$ cat src/rtl/csa_serial_add_ctrl_pkg.sv
// Shared types and constants for the nibble-serial carry-select add/subtract sequencer.
package csa_serial_add_ctrl_pkg;

    typedef enum logic [1:0] {
        IDLE = 2'd0,
        RUN  = 2'd1,
        DONE = 2'd2
    } state_e;

    localparam int SLICE_W = 4;

    // Slice counter width; a single-slice datapath still needs one bit.
    function automatic int cnt_w(input int nslice);
        return (nslice <= 1) ? 1 : $clog2(nslice);
    endfunction

endpackage

$ cat src/rtl/csa_serial_add_ctrl_if.sv
// Request/result handshake bundle between a requester (master) and the sequencer (slave).
interface csa_serial_add_ctrl_if #(
    parameter int WIDTH = 16
);
    logic             in_valid;
    logic             in_ready;
    logic [WIDTH-1:0] a;
    logic [WIDTH-1:0] b;
    logic             cin;
    logic             sub;
    logic             out_valid;
    logic             out_ready;
    logic [WIDTH-1:0] sum;
    logic             cout;
    logic             overflow;

    // Both channels transfer on a clock edge where valid and ready are both 1;
    // valid must stay asserted and its payload stable until that edge.
    modport master (
        output in_valid, a, b, cin, sub, out_ready,
        input  in_ready, out_valid, sum, cout, overflow
    );

    modport slave (
        input  in_valid, a, b, cin, sub, out_ready,
        output in_ready, out_valid, sum, cout, overflow
    );

endinterface

$ cat src/rtl/csa_slice4.sv
// Combinational 4-bit carry-select adder slice: two ripple chains, chosen by the incoming carry.
module csa_slice4 (
    input  logic [3:0] x,
    input  logic [3:0] y,
    input  logic       ci,
    output logic [3:0] s,
    output logic       co
);

    logic [4:0] c0;
    logic [4:0] c1;
    logic [3:0] s0;
    logic [3:0] s1;

    always_comb begin
        c0    = '0;
        c1    = '0;
        s0    = '0;
        s1    = '0;
        c0[0] = 1'b0;
        c1[0] = 1'b1;
        for (int i = 0; i < 4; i++) begin
            s0[i]   = x[i] ^ y[i] ^ c0[i];
            c0[i+1] = (x[i] & y[i]) | (c0[i] & (x[i] ^ y[i]));
            s1[i]   = x[i] ^ y[i] ^ c1[i];
            c1[i+1] = (x[i] & y[i]) | (c1[i] & (x[i] ^ y[i]));
        end
    end

    assign s  = ci ? s1 : s0;
    assign co = ci ? c1[4] : c0[4];

endmodule

$ cat src/rtl/csa_serial_add_ctrl.sv
// Nibble-serial add/subtract: one csa_slice4 reused LSB first, carry held in a register between slices.
module csa_serial_add_ctrl
    import csa_serial_add_ctrl_pkg::*;
#(
    parameter int WIDTH = 16
) (
    input  logic                  clk,
    input  logic                  rst,
    csa_serial_add_ctrl_if.slave  bus,
    output state_e                state_o
);

    // WIDTH must be a positive multiple of SLICE_W.
    localparam int NSLICE = WIDTH / SLICE_W;
    localparam int KW     = cnt_w(NSLICE);
    localparam logic [KW-1:0] K_LAST = KW'(NSLICE - 1);

    state_e           state_q, state_d;
    logic [KW-1:0]    k_q, k_d;
    logic [WIDTH-1:0] a_q, a_d;
    logic [WIDTH-1:0] b_q, b_d;
    logic             carry_q, carry_d;
    logic [WIDTH-1:0] sum_q, sum_d;
    logic             cout_q, cout_d;
    logic             ovf_q, ovf_d;

    logic [3:0]       slice_x;
    logic [3:0]       slice_y;
    logic [3:0]       slice_s;
    logic             slice_co;

    assign slice_x = a_q[k_q*SLICE_W +: SLICE_W];
    assign slice_y = b_q[k_q*SLICE_W +: SLICE_W];

    csa_slice4 u_slice (
        .x  (slice_x),
        .y  (slice_y),
        .ci (carry_q),
        .s  (slice_s),
        .co (slice_co)
    );

    always_ff @(posedge clk or posedge rst) begin
        if (rst) begin
            state_q <= IDLE;
            k_q     <= '0;
            a_q     <= '0;
            b_q     <= '0;
            carry_q <= 1'b0;
            sum_q   <= '0;
            cout_q  <= 1'b0;
            ovf_q   <= 1'b0;
        end else begin
            state_q <= state_d;
            k_q     <= k_d;
            a_q     <= a_d;
            b_q     <= b_d;
            carry_q <= carry_d;
            sum_q   <= sum_d;
            cout_q  <= cout_d;
            ovf_q   <= ovf_d;
        end
    end

    always_comb begin
        state_d = state_q;
        k_d     = k_q;
        a_d     = a_q;
        b_d     = b_q;
        carry_d = carry_q;
        sum_d   = sum_q;
        cout_d  = cout_q;
        ovf_d   = ovf_q;
        case (state_q)
            IDLE: begin
                // Subtract is a + ~b + 1, so the carry register doubles as the +1.
                if (bus.in_valid) begin
                    a_d     = bus.a;
                    b_d     = bus.sub ? ~bus.b : bus.b;
                    carry_d = bus.sub ? 1'b1 : bus.cin;
                    k_d     = '0;
                    state_d = RUN;
                end
            end
            RUN: begin
                sum_d[k_q*SLICE_W +: SLICE_W] = slice_s;
                carry_d = slice_co;
                if (k_q == K_LAST) begin
                    cout_d  = slice_co;
                    ovf_d   = a_q[WIDTH-1] ^ b_q[WIDTH-1] ^ slice_s[3] ^ slice_co;
                    state_d = DONE;
                end else begin
                    k_d = k_q + 1'b1;
                end
            end
            DONE: begin
                if (bus.out_ready) begin
                    state_d = IDLE;
                end
            end
            default: begin
                state_d = IDLE;
            end
        endcase
    end

    assign bus.in_ready  = (state_q == IDLE);
    assign bus.out_valid = (state_q == DONE);
    assign bus.sum       = sum_q;
    assign bus.cout      = cout_q;
    assign bus.overflow  = ovf_q;
    assign state_o       = state_q;

endmodule

$ cat src/flat_wrapper.sv
// flat-port wrapper written by rule: the top's interface ports become plain ports
module csa_serial_add_ctrl_flat import csa_serial_add_ctrl_pkg::*;
#(
    parameter int WIDTH = 16
)
  (clk, rst, state_o, bus_in_valid, bus_a, bus_b, bus_cin, bus_sub, bus_out_ready, bus_in_ready, bus_out_valid, bus_sum, bus_cout, bus_overflow);
  csa_serial_add_ctrl_if #(.WIDTH(WIDTH)) bus_i ();
  input  logic clk;
  input  logic rst;
  output state_e state_o;
  input wire logic [$bits(bus_i.in_valid)-1:0] bus_in_valid;
  input wire logic [$bits(bus_i.a)-1:0] bus_a;
  input wire logic [$bits(bus_i.b)-1:0] bus_b;
  input wire logic [$bits(bus_i.cin)-1:0] bus_cin;
  input wire logic [$bits(bus_i.sub)-1:0] bus_sub;
  input wire logic [$bits(bus_i.out_ready)-1:0] bus_out_ready;
  output wire logic [$bits(bus_i.in_ready)-1:0] bus_in_ready;
  output wire logic [$bits(bus_i.out_valid)-1:0] bus_out_valid;
  output wire logic [$bits(bus_i.sum)-1:0] bus_sum;
  output wire logic [$bits(bus_i.cout)-1:0] bus_cout;
  output wire logic [$bits(bus_i.overflow)-1:0] bus_overflow;
  assign bus_i.in_valid = bus_in_valid;
  assign bus_i.a = bus_a;
  assign bus_i.b = bus_b;
  assign bus_i.cin = bus_cin;
  assign bus_i.sub = bus_sub;
  assign bus_i.out_ready = bus_out_ready;
  assign bus_in_ready = bus_i.in_ready;
  assign bus_out_valid = bus_i.out_valid;
  assign bus_sum = bus_i.sum;
  assign bus_cout = bus_i.cout;
  assign bus_overflow = bus_i.overflow;
  csa_serial_add_ctrl #(.WIDTH(WIDTH)) u_core (.clk(clk), .rst(rst), .bus(bus_i), .state_o(state_o));
endmodule
$ cat config.mk
export PLATFORM = sky130hd
export DESIGN_NAME = csa_serial_add_ctrl_flat
export DESIGN_NICKNAME = d
export VERILOG_FILES = /design/src/rtl/csa_serial_add_ctrl_pkg.sv /design/src/rtl/csa_serial_add_ctrl_if.sv /design/src/rtl/csa_slice4.sv /design/src/rtl/csa_serial_add_ctrl.sv /design/src/flat_wrapper.sv
export SDC_FILE = /design/constraint.sdc
export NUM_CORES = 1
export LEC_CHECK = 0
export BUFFER_PORTS_ARGS = -buffer_cell sky130_fd_sc_hd__buf_2
export CAP_MARGIN = 25
export CORE_UTILIZATION = 48
export CTS_CLUSTER_DIAMETER = 50
export DETAILED_ROUTE_END_ITERATION = 8
export GPL_TIMING_DRIVEN = 0
export PLACE_DENSITY = 0.75
export SLEW_MARGIN = 20
export SYNTH_ARGS = -nofsm -noshare
export SYNTH_HDL_FRONTEND = slang
export SYNTH_SLANG_ARGS = --single-unit
$ cat constraint.sdc
create_clock -name clk -period 2.85 [get_ports clk]
set_input_delay 0.4275 -clock clk [delete_from_list [all_inputs] [get_ports clk]]
set_output_delay 0.4275 -clock clk [all_outputs]
set_load 0.02 [all_outputs]
==> results of run 1 <==
==> area by class of cell <==
type / count / area [um^2]
plain buffers: 10 / 76.3
clock buffers: 6 / 72.6
clock inverters: 2 / 60.1
fillers: 429 / 1930
inverters: 12 / 45.0
multi-input cells: 136 / 1220
flip-flops and latches: 55 / 1380
well taps: 70 / 87.6
repair buffers: 65 / 363
==> worst max-delay path, delay by kind of cell (launching register included) <==
family / cells / cell delay, ns
adder cells (fa/ha/maj): 4 / 1.21
buffers and inverters: 6 / 0.58
multiplexers: 2 / 0.51
flip-flops: 1 / 0.45
AO/OA/AOI/OAI: 1 / 0.20
==> stage by stage <==
stage	area, um^2	cells	worst slack (ns)	total power [mW]	util, %
after CTS	3290	355	-0.163	4.54	62.8
final	3310	356	-0.200	4.65	63.1
after detailed placement	3100	342	-0.556	3.72	59.1
after global placement	3080	341	-0.496	3.63	58.7
after global routing	3310	356	-0.300	5.02	63.1
after floorplan	2700	213	-0.141	3.07	-
==> layout by cell type (no fill, tap or decap), drive strengths merged, types with 2 or more instances in the layout <==
cell and n:
a21oi 16, a22o 15, buf 74, bufinv 2
clkbuf 7, dfrtp 55, fa 3, ha 8
inv 12, mux2 18, mux4 8, nand2 9
nand2b 2, nand3b 2, nor2 20, nor3b 3
o21ai 3, xnor2 19
==> worst paths after layout <==
check | startpoint | to | slack [ns] | cells past startpoint
worst max-delay path | u_core.k_q[0] | u_core.bus.sum[11] | -0.20 | 13
worst min-delay path | rst | u_core.b_q[8] | 0.13 | 2
worst max register to register | u_core.k_q[0] | u_core.bus.sum[11] | -0.20 | 13
worst min register to register | u_core.bus.sum[0] | u_core.bus.sum[0] | 0.48 | 2
max in group asynchronous | rst | u_core.b_q[11] | 2.19 | 3
min in group clk | bus_a[9] | u_core.a_q[9] | 0.35 | 2
==> what timing repair did <==
action | in CTS | in global routing
hold buffers | 0 | 0
setup buffers | 5 | 1
pin swaps | 2 | 1
endpoints found under the setup margin | 7 | 5
resized for setup | 6 | 4
hold endpoints to repair | 0 | 0
==> cells by family after synthesis <==
logic type	after synthesis	synth area share (%)
flip-flops	55	51.3
AND/OR/NAND/NOR	43	8.99
AO/OA/AOI/OAI	35	8.71
multiplexers	27	14.6
buffers and inverters	22	3.91
XOR/XNOR	20	6.52
adder cells (fa/ha/maj)	11	5.96
==> routing by layer <==
metal | part of all wire [%] | wire (um) | global-route usage, %
met1 | 44 | 2300 | 26.0
met2 | 50 | 2610 | 33.5
met3 | 5.0 | 259 | 5.71
met4 | 0.90 | 47 | 4.62
met5 | 0 | 0 | 0
==> where the power goes <==
part	total [mW]	switching (mW)	internal, mW
Clock	0.592	0.241	0.351
Sequential	1.36	0.219	1.14
Combinational	2.70	1.37	1.33
Total	4.65	1.83	2.82
==> sequential cells by signal (all words and copies together), names as in the netlist <==
signal	count
u_core.a_q	16
u_core.b_q	16
u_core.bus.cout	1
u_core.state_o	2
u_core.carry_q	1
u_core.bus.sum	16
u_core.bus.overflow	1
u_core.k_q	2
==> flow_summary.yaml, run 1 <==
grt:
  grt_pass1_vias: 1877
  grt_start_max_net_pins: 35
  overflow: 0
  grt_pass1_wl_um: 9090
  gr-usage-all-layers_pct: 20.1
  antenna_found_initial: 0
floorplanning:
  start_util_pct: 51.3
  ios: 60
  core_area_um2: 5240
  dieArea_um2: 5900
  die_w_um: 76.8
  rows: 26
  fp.dieH_um: 76.8
cts:
  cts.clk_slew.worst_paths_ns: 0.10
  max-clock-path-buffers: 2
  cts_tree: "done"
  cts_made_buffers: 5
  cts.sinks: 55
  cts_max_level: 2
  clock-root-buffer: "clkbuf_8"
  insertion_delay_ns: 0.30
setup_path:
  crit_slowest_cell: "fa_2"
  cp_cell_sequence: "buf_6 > mux4_2 > inv_1 > ha_2 > mux2i_2 > fa_2 > inv_2 > fa_1 > inv_1 > fa_2 > buf_4 > buf_6 > a22o_1"
  crit_path_end_kind: "flop"
  criticalPathCategory: "flop to flop"
  worstPathRequired_ns: 3.05
  cp-start-kind: "flop"
  cp.arrival_ns: 3.25
  cpPeakStageDelay_ns: 0.47
  cp_max_fo: 4
synthesis:
  post_synth.cell_area_avg_um2: 12.6
  synth_largest_area_cell: "dfrtp_1"
  synth_flop_cell: "dfrtp_1"
  synth.area.top_cells: "dfrtp_1, mux2_2, mux4_2"
  synthArstFlopShare_pct: 100
  synth_common_cells: "dfrtp_1, nor2_1, xnor2_1"
  yosys_warnings: 0
  synth_nets: 262
  syn_inst: 213
  synth_top_area_share_pct: 51.3
  synth.cell_area_um2: 2690
  synth_cell_type_count: 30
  synth_edf_count: 0
  synth_seq_area_share_pct: 51.3
  synth.most_common_cell: "dfrtp_1"
  synth_seq_cells: 55
flow_run:
  maxCapViolCount: 0
routing:
  drt-wirelength-per-cell_um: 14.7
  dr.pass1.iters: 4
  remaining_drc_errors: 0
  drtIter0Drc: 117
  vias: 1814
  ant_nets: 0
  drt-total-wl_um: 5220
  avgViaCountPerCell: 5.10
placed_design:
  place.gp.congestion: 0.783
  hpwl_um: 3840
  port_buffers: 58
status:
  violations: "setup timing"
  status: "complete, but fails checks"
sta:
  worst_slew_pin_slew_ns: 0.469
  rsz0062_at_grt: "yes"
  slew-limit-headroom_pct: 68.7
  finalCritPeriodShare_pct: 107
  final_max_slew_viol_count: 0
  fmaxAchievable_mhz: 328
  hold_violations: 0
  finalWorstPathRequiredPeriod_ns: 3.05
  finalWorstSetupSlack_ns: -0.200
  tns_ns: -0.926
  clock_skew_ns: 0.00827
  whs_ns: 0.130
  setup_viol: 5
power_and_ir_drop:
  ir_worst_vdd_v: 0.000617
  leakage_nw: 1.57
  pwr_density_cell_nw_per_um2: 1410
layout:
  diodes: 0
  area_delta_synth_final_pct: 23.2
  drive_above_1_share_pct: 42.3
  fin_nets: 334
min_path:
  hp-class: "input port to asynchronous set/reset pin"
No activity file was read; power rests on OpenSTA's default activity.
==> run 2, diff against run 1 <==
- MAX_ROUTING_LAYER: unset -> met4
==> run 2 against run 1 <==
Net effect:
- the flow still finishes with violations (setup timing)
- register-to-register slack barely moved
- final cell count unchanged
- routed wire length up 0.82%
- maximum frequency barely moved
- clock skew hardly changed
- largest cell class unchanged
==> flow_summary.yaml, run 2 (synthesis results as in run 1) <==
sta:
  clock_skew_ns: 0.00792
  slew-limit-headroom_pct: 68.7
  final_max_slew_viol_count: 0
  fmaxAchievable_mhz: 328
  rsz0062_at_grt: "yes"
  finalWorstSetupSlack_ns: -0.201
  finalWorstPathRequiredPeriod_ns: 3.05
  tns_ns: -0.930
  hold_violations: 0
  whs_ns: 0.129
  worst_slew_pin_slew_ns: 0.469
  finalCritPeriodShare_pct: 107
  setup_viol: 5
routing:
  avgViaCountPerCell: 5.04
  dr.pass1.iters: 4
  drtIter0Drc: 99
  remaining_drc_errors: 0
  drt-wirelength-per-cell_um: 14.8
  drt-total-wl_um: 5260
  routed.top_layer: "met4"
  ant_nets: 0
  met1Wirelength_um: 2350
  wl_met3_um: 227
  vias: 1796
  route.met2.wl_um: 2640
cts:
  cts.clk_slew.worst_paths_ns: 0.10
  cts.sinks: 55
  max-clock-path-buffers: 2
  cts_tree: "done"
  cts_made_buffers: 5
  cts_hold_buf: 0
  insertion_delay_ns: 0.31
  clock-root-buffer: "clkbuf_8"
  cts_max_level: 2
setup_path:
  cp-start-kind: "flop"
  crit_path_end_kind: "flop"
  worstPathRequired_ns: 3.05
  cp.arrival_ns: 3.25
  cp_max_fo: 4
  criticalPathCategory: "flop to flop"
layout:
  fin_nets: 334
  area_delta_synth_final_pct: 23.2
  fill_cells: 429
  layout_common_cells: "buf_2, dfrtp_1, nor2_1, xnor2_1, mux2_2"
  diodes: 0
  layout_commonest_cell: "buf_2"
  drive_above_1_share_pct: 42.3
floorplanning:
  core_area_um2: 5240
  dieArea_um2: 5900
  die_w_um: 76.8
  ios: 60
  start_util_pct: 51.3
  rows: 26
  fp.dieH_um: 76.8
status:
  status: "complete, but fails checks"
  violations: "setup timing"
placed_design:
  hpwl_um: 3840
  port_buffers: 58
  place.gp.congestion: 0.794
grt:
  overflow: 0
  antenna_found_initial: 0
  grt_pass1_wl_um: 9110
  gr-usage-all-layers_pct: 20.8
  grt_start_max_net_pins: 35
  grt_pass1_vias: 1879
power_and_ir_drop:
  leakage_nw: 1.57
  pwr_density_cell_nw_per_um2: 1410
  ir_worst_vdd_v: 0.000620
flow_run:
  maxCapViolCount: 0
min_path:
  hp-class: "input port to asynchronous set/reset pin"
run 2: cell type report:
cell class | count | area (um^2) | area share [%]
multi-input cells | 136 | 1220 | 37.0
inverters | 12 | 45.0 | 1.36
clock inverters | 2 | 60.1 | 1.82
well taps | 70 | 87.6 | 2.65
flip-flops and latches | 55 | 1380 | 41.7
plain buffers | 10 | 76.3 | 2.31
repair buffers | 65 | 363 | 11.0
clock buffers | 6 | 72.6 | 2.19
run 2: worst paths after layout:
check | from | end | slack [ns] | cells past startpoint
max in group asynchronous | rst | u_core.b_q[11] | 2.20 | 3
worst min register to register | u_core.bus.sum[0] | u_core.bus.sum[0] | 0.48 | 2
worst max register to register | u_core.k_q[0] | u_core.bus.sum[11] | -0.20 | 13
worst min-delay path | rst | u_core.b_q[8] | 0.13 | 2
worst max-delay path | u_core.k_q[0] | u_core.bus.sum[11] | -0.20 | 13
min in group clk | bus_a[9] | u_core.a_q[9] | 0.34 | 2
run 2: stage by stage:
| step | util (%) | worst slack, ns | std cells | instance area, um^2 | power, mW |
|---|---|---|---|---|---|
| CTS | 62.8 | -0.163 | 355 | 3290 | 4.54 |
| global route | 63.1 | -0.300 | 356 | 3310 | 5.02 |
| detailed placement | 59.1 | -0.556 | 342 | 3100 | 3.72 |
| finish | 63.1 | -0.201 | 356 | 3310 | 4.66 |
| global placement | 58.7 | -0.496 | 341 | 3080 | 3.63 |
| floorplan | - | -0.141 | 213 | 2700 | 3.07 |
run 2: metal layers:
metal	vias to the layer above	track usage, %
met5	-	-
met4	0	4.62
met3	7	5.83
met2	49	33.4
met1	862	26.3
li1	878	-
run 2: worst max-delay path: stages, from the launching register on:
cell	delay (ns)
dfrtp_2	0.45
buf_6	0.14
mux4_2	0.35
inv_1	0.05
ha_2	0.16
mux2i_2	0.16
fa_2	0.23
inv_2	0.04
fa_1	0.34
inv_1	0.08
fa_2	0.47
buf_4	0.16
buf_6	0.12
a22o_1	0.20
run 2: timing repair:
| item | CTS | global route |
|---|---|---|
| endpoints found under the hold margin | 0 | 0 |
| gates resized for setup | 6 | 4 |
| pin swaps | 2 | 1 |
| setup buffers | 5 | 1 |
| gates cloned | 0 | 0 |
| setup endpoints to repair | 7 | 5 |
run 2: power by group:
part	switching, mW	total [mW]	internal (mW)
clock network	0.245	0.596	0.351
registers	0.221	1.36	1.14
logic	1.37	2.70	1.33
total	1.84	4.66	2.82
==> run 3, diff against run 2 <==
- SETUP_SLACK_MARGIN: unset -> 0.02
==> run 3 against run 2 <==
Net effect:
- the flow still finishes with violations (setup timing)
- power up 1.9%
- routed wire length up 1.7%
- setup slack worse by 0.099 ns
- largest power group unchanged
- highest routed layer unchanged
==> flow_summary.yaml, run 3 (synthesis results as in run 1) <==
sta:
  whs_ns: 0.128
  setup_viol: 5
  worst_slew_pin_slew_ns: 0.475
  slew-limit-headroom_pct: 68.3
  finalWorstSetupSlack_ns: -0.299
  hold_violations: 0
  finalWorstPathRequiredPeriod_ns: 3.15
  rsz0062_at_grt: "yes"
  tns_ns: -1.41
  fmaxAchievable_mhz: 318
  finalCritPeriodShare_pct: 111
  clock_skew_ns: 0.00914
  final_max_slew_viol_count: 0
layout:
  fin_nets: 334
  layout_common_cells: "buf_2, dfrtp_1, nor2_1, xnor2_1, mux2_2"
  finalNonFillerCells: 356
  area_delta_synth_final_pct: 24.0
  drive_above_1_share_pct: 42.7
  diodes: 0
  fill_cells: 425
  layout_commonest_cell: "buf_2"
  fin_util_pct: 63.6
placed_design:
  hpwl_um: 3840
  dpl.cell_count: 342
  place.gp.congestion: 0.794
  port_buffers: 58
cts:
  max-clock-path-buffers: 2
  clock-root-buffer: "clkbuf_8"
  cts_tree: "done"
  cts.sinks: 55
  cts_max_level: 2
  cts.clk_slew.worst_paths_ns: 0.10
  cts_made_buffers: 5
  insertion_delay_ns: 0.31
grt:
  gr-usage-all-layers_pct: 20.8
  met2_usage_pct: 33.4
  overflow: 0
  gr-usage-met1_pct: 26.3
  antenna_found_initial: 0
  grt_pass1_vias: 1879
  grt_use_met3_pct: 5.83
  grt_pass1_wl_um: 9110
  grt.busiest_layer: "met2"
  grt_start_max_net_pins: 35
floorplanning:
  die_w_um: 76.8
  ios: 60
  start_util_pct: 51.3
  rows: 26
  fp.dieH_um: 76.8
  dieArea_um2: 5900
  core_area_um2: 5240
setup_path:
  cp-start-kind: "flop"
  criticalPathCategory: "flop to flop"
  cp_max_fo: 4
  cp.arrival_ns: 3.35
  worstPathRequired_ns: 3.05
  crit_path_end_kind: "flop"
  critPathLaunch: "u_core.k_q[0]"
  r2r_start: "u_core.k_q[0]"
routing:
  drtIter0Drc: 100
  ant_nets: 0
  drt-total-wl_um: 5350
  drt-wirelength-per-cell_um: 15.0
  dr.pass1.iters: 4
  remaining_drc_errors: 0
  vias: 1834
  avgViaCountPerCell: 5.15
power_and_ir_drop:
  pwr_density_cell_nw_per_um2: 1430
  leakage_nw: 1.58
  ir_worst_vdd_v: 0.000680
  pwr-share-clk_pct: 12.6
  power.switching_mw: 1.89
  swShare_pct: 39.9
  p_comb_share_pct: 58.7
  p_int_mw: 2.86
  power_frac_seq_pct: 28.7
  total_power_mw: 4.75
flow_run:
  maxCapViolCount: 0
min_path:
  hp-class: "input port to asynchronous set/reset pin"
status:
  status: "complete, but fails checks"
  violations: "setup timing"
## run 3: cell counts in the layout (fill, tap and decap cells not counted)
No cell type changed its count.
## run 3: cell type report
cell class / instances / area [um^2] / share of cell area (%)
timing repair buffer: 65 / 363 / 10.9
multi-input combinational: 136 / 1250 / 37.5
clock buffer: 6 / 72.6 / 2.18
sequential: 55 / 1380 / 41.4
inverter: 12 / 45.0 / 1.35
buffer: 10 / 76.3 / 2.29
tap: 70 / 87.6 / 2.63
clock inverter: 2 / 60.1 / 1.80
## run 3: final timing paths
path                                      end  slack (ns)  depth (start not counted)
setup reg to reg           u_core.bus.sum[11]       -0.30                         13
setup / recovery           u_core.bus.sum[11]       -0.30                         13
hold / removal                  u_core.b_q[8]        0.13                          2
hold reg to reg             u_core.bus.sum[0]        0.48                          2
min in group clk                u_core.a_q[9]        0.34                          2
max in group asynchronous       u_core.k_q[1]        2.19                          3
## run 3: routing by layer
metal / up-vias / part of all wire, %
li1: 880 / -
met1: 887 / 44
met2: 56 / 50
met3: 11 / 4.5
met4: 0 / 1.4
met5: - / 0
## run 3: metrics by stage
step	worst slack [ns]	instance area [um^2]
floorplan	-0.141	2700
global placement	-0.496	3080
detailed placement	-0.556	3100
CTS	-0.163	3290
global route	-0.390	3330
finish	-0.299	3330
## run 3: timing repair
action | CTS | global route
pin swaps | 2 | 1
gates resized for setup | 6 | 8
setup endpoints to repair | 7 | 6
setup buffers | 5 | 1
hold buffers | 0 | 0
## run 3: power groups by stage
stage                     sequential (mW)  combinational [mW]  clock [mW]
after global placement               1.37                2.26           0
after CTS                            1.36                2.57       0.606
after floorplan                      1.46                1.62           0
final                                1.36                2.79       0.597
after detailed placement             1.39                2.33           0
after global routing                 1.41                3.06       0.641
## run 3: critical path, stage by stage, from the launching register on
cell and delay, ns:
dfrtp_2 0.45, buf_12 0.14, mux4_2 0.36, inv_1 0.08
ha_4 0.16, mux2i_2 0.18, fa_2 0.25, inv_2 0.04
fa_1 0.36, inv_1 0.09, fa_2 0.47, buf_4 0.16
buf_6 0.12, a22o_1 0.20
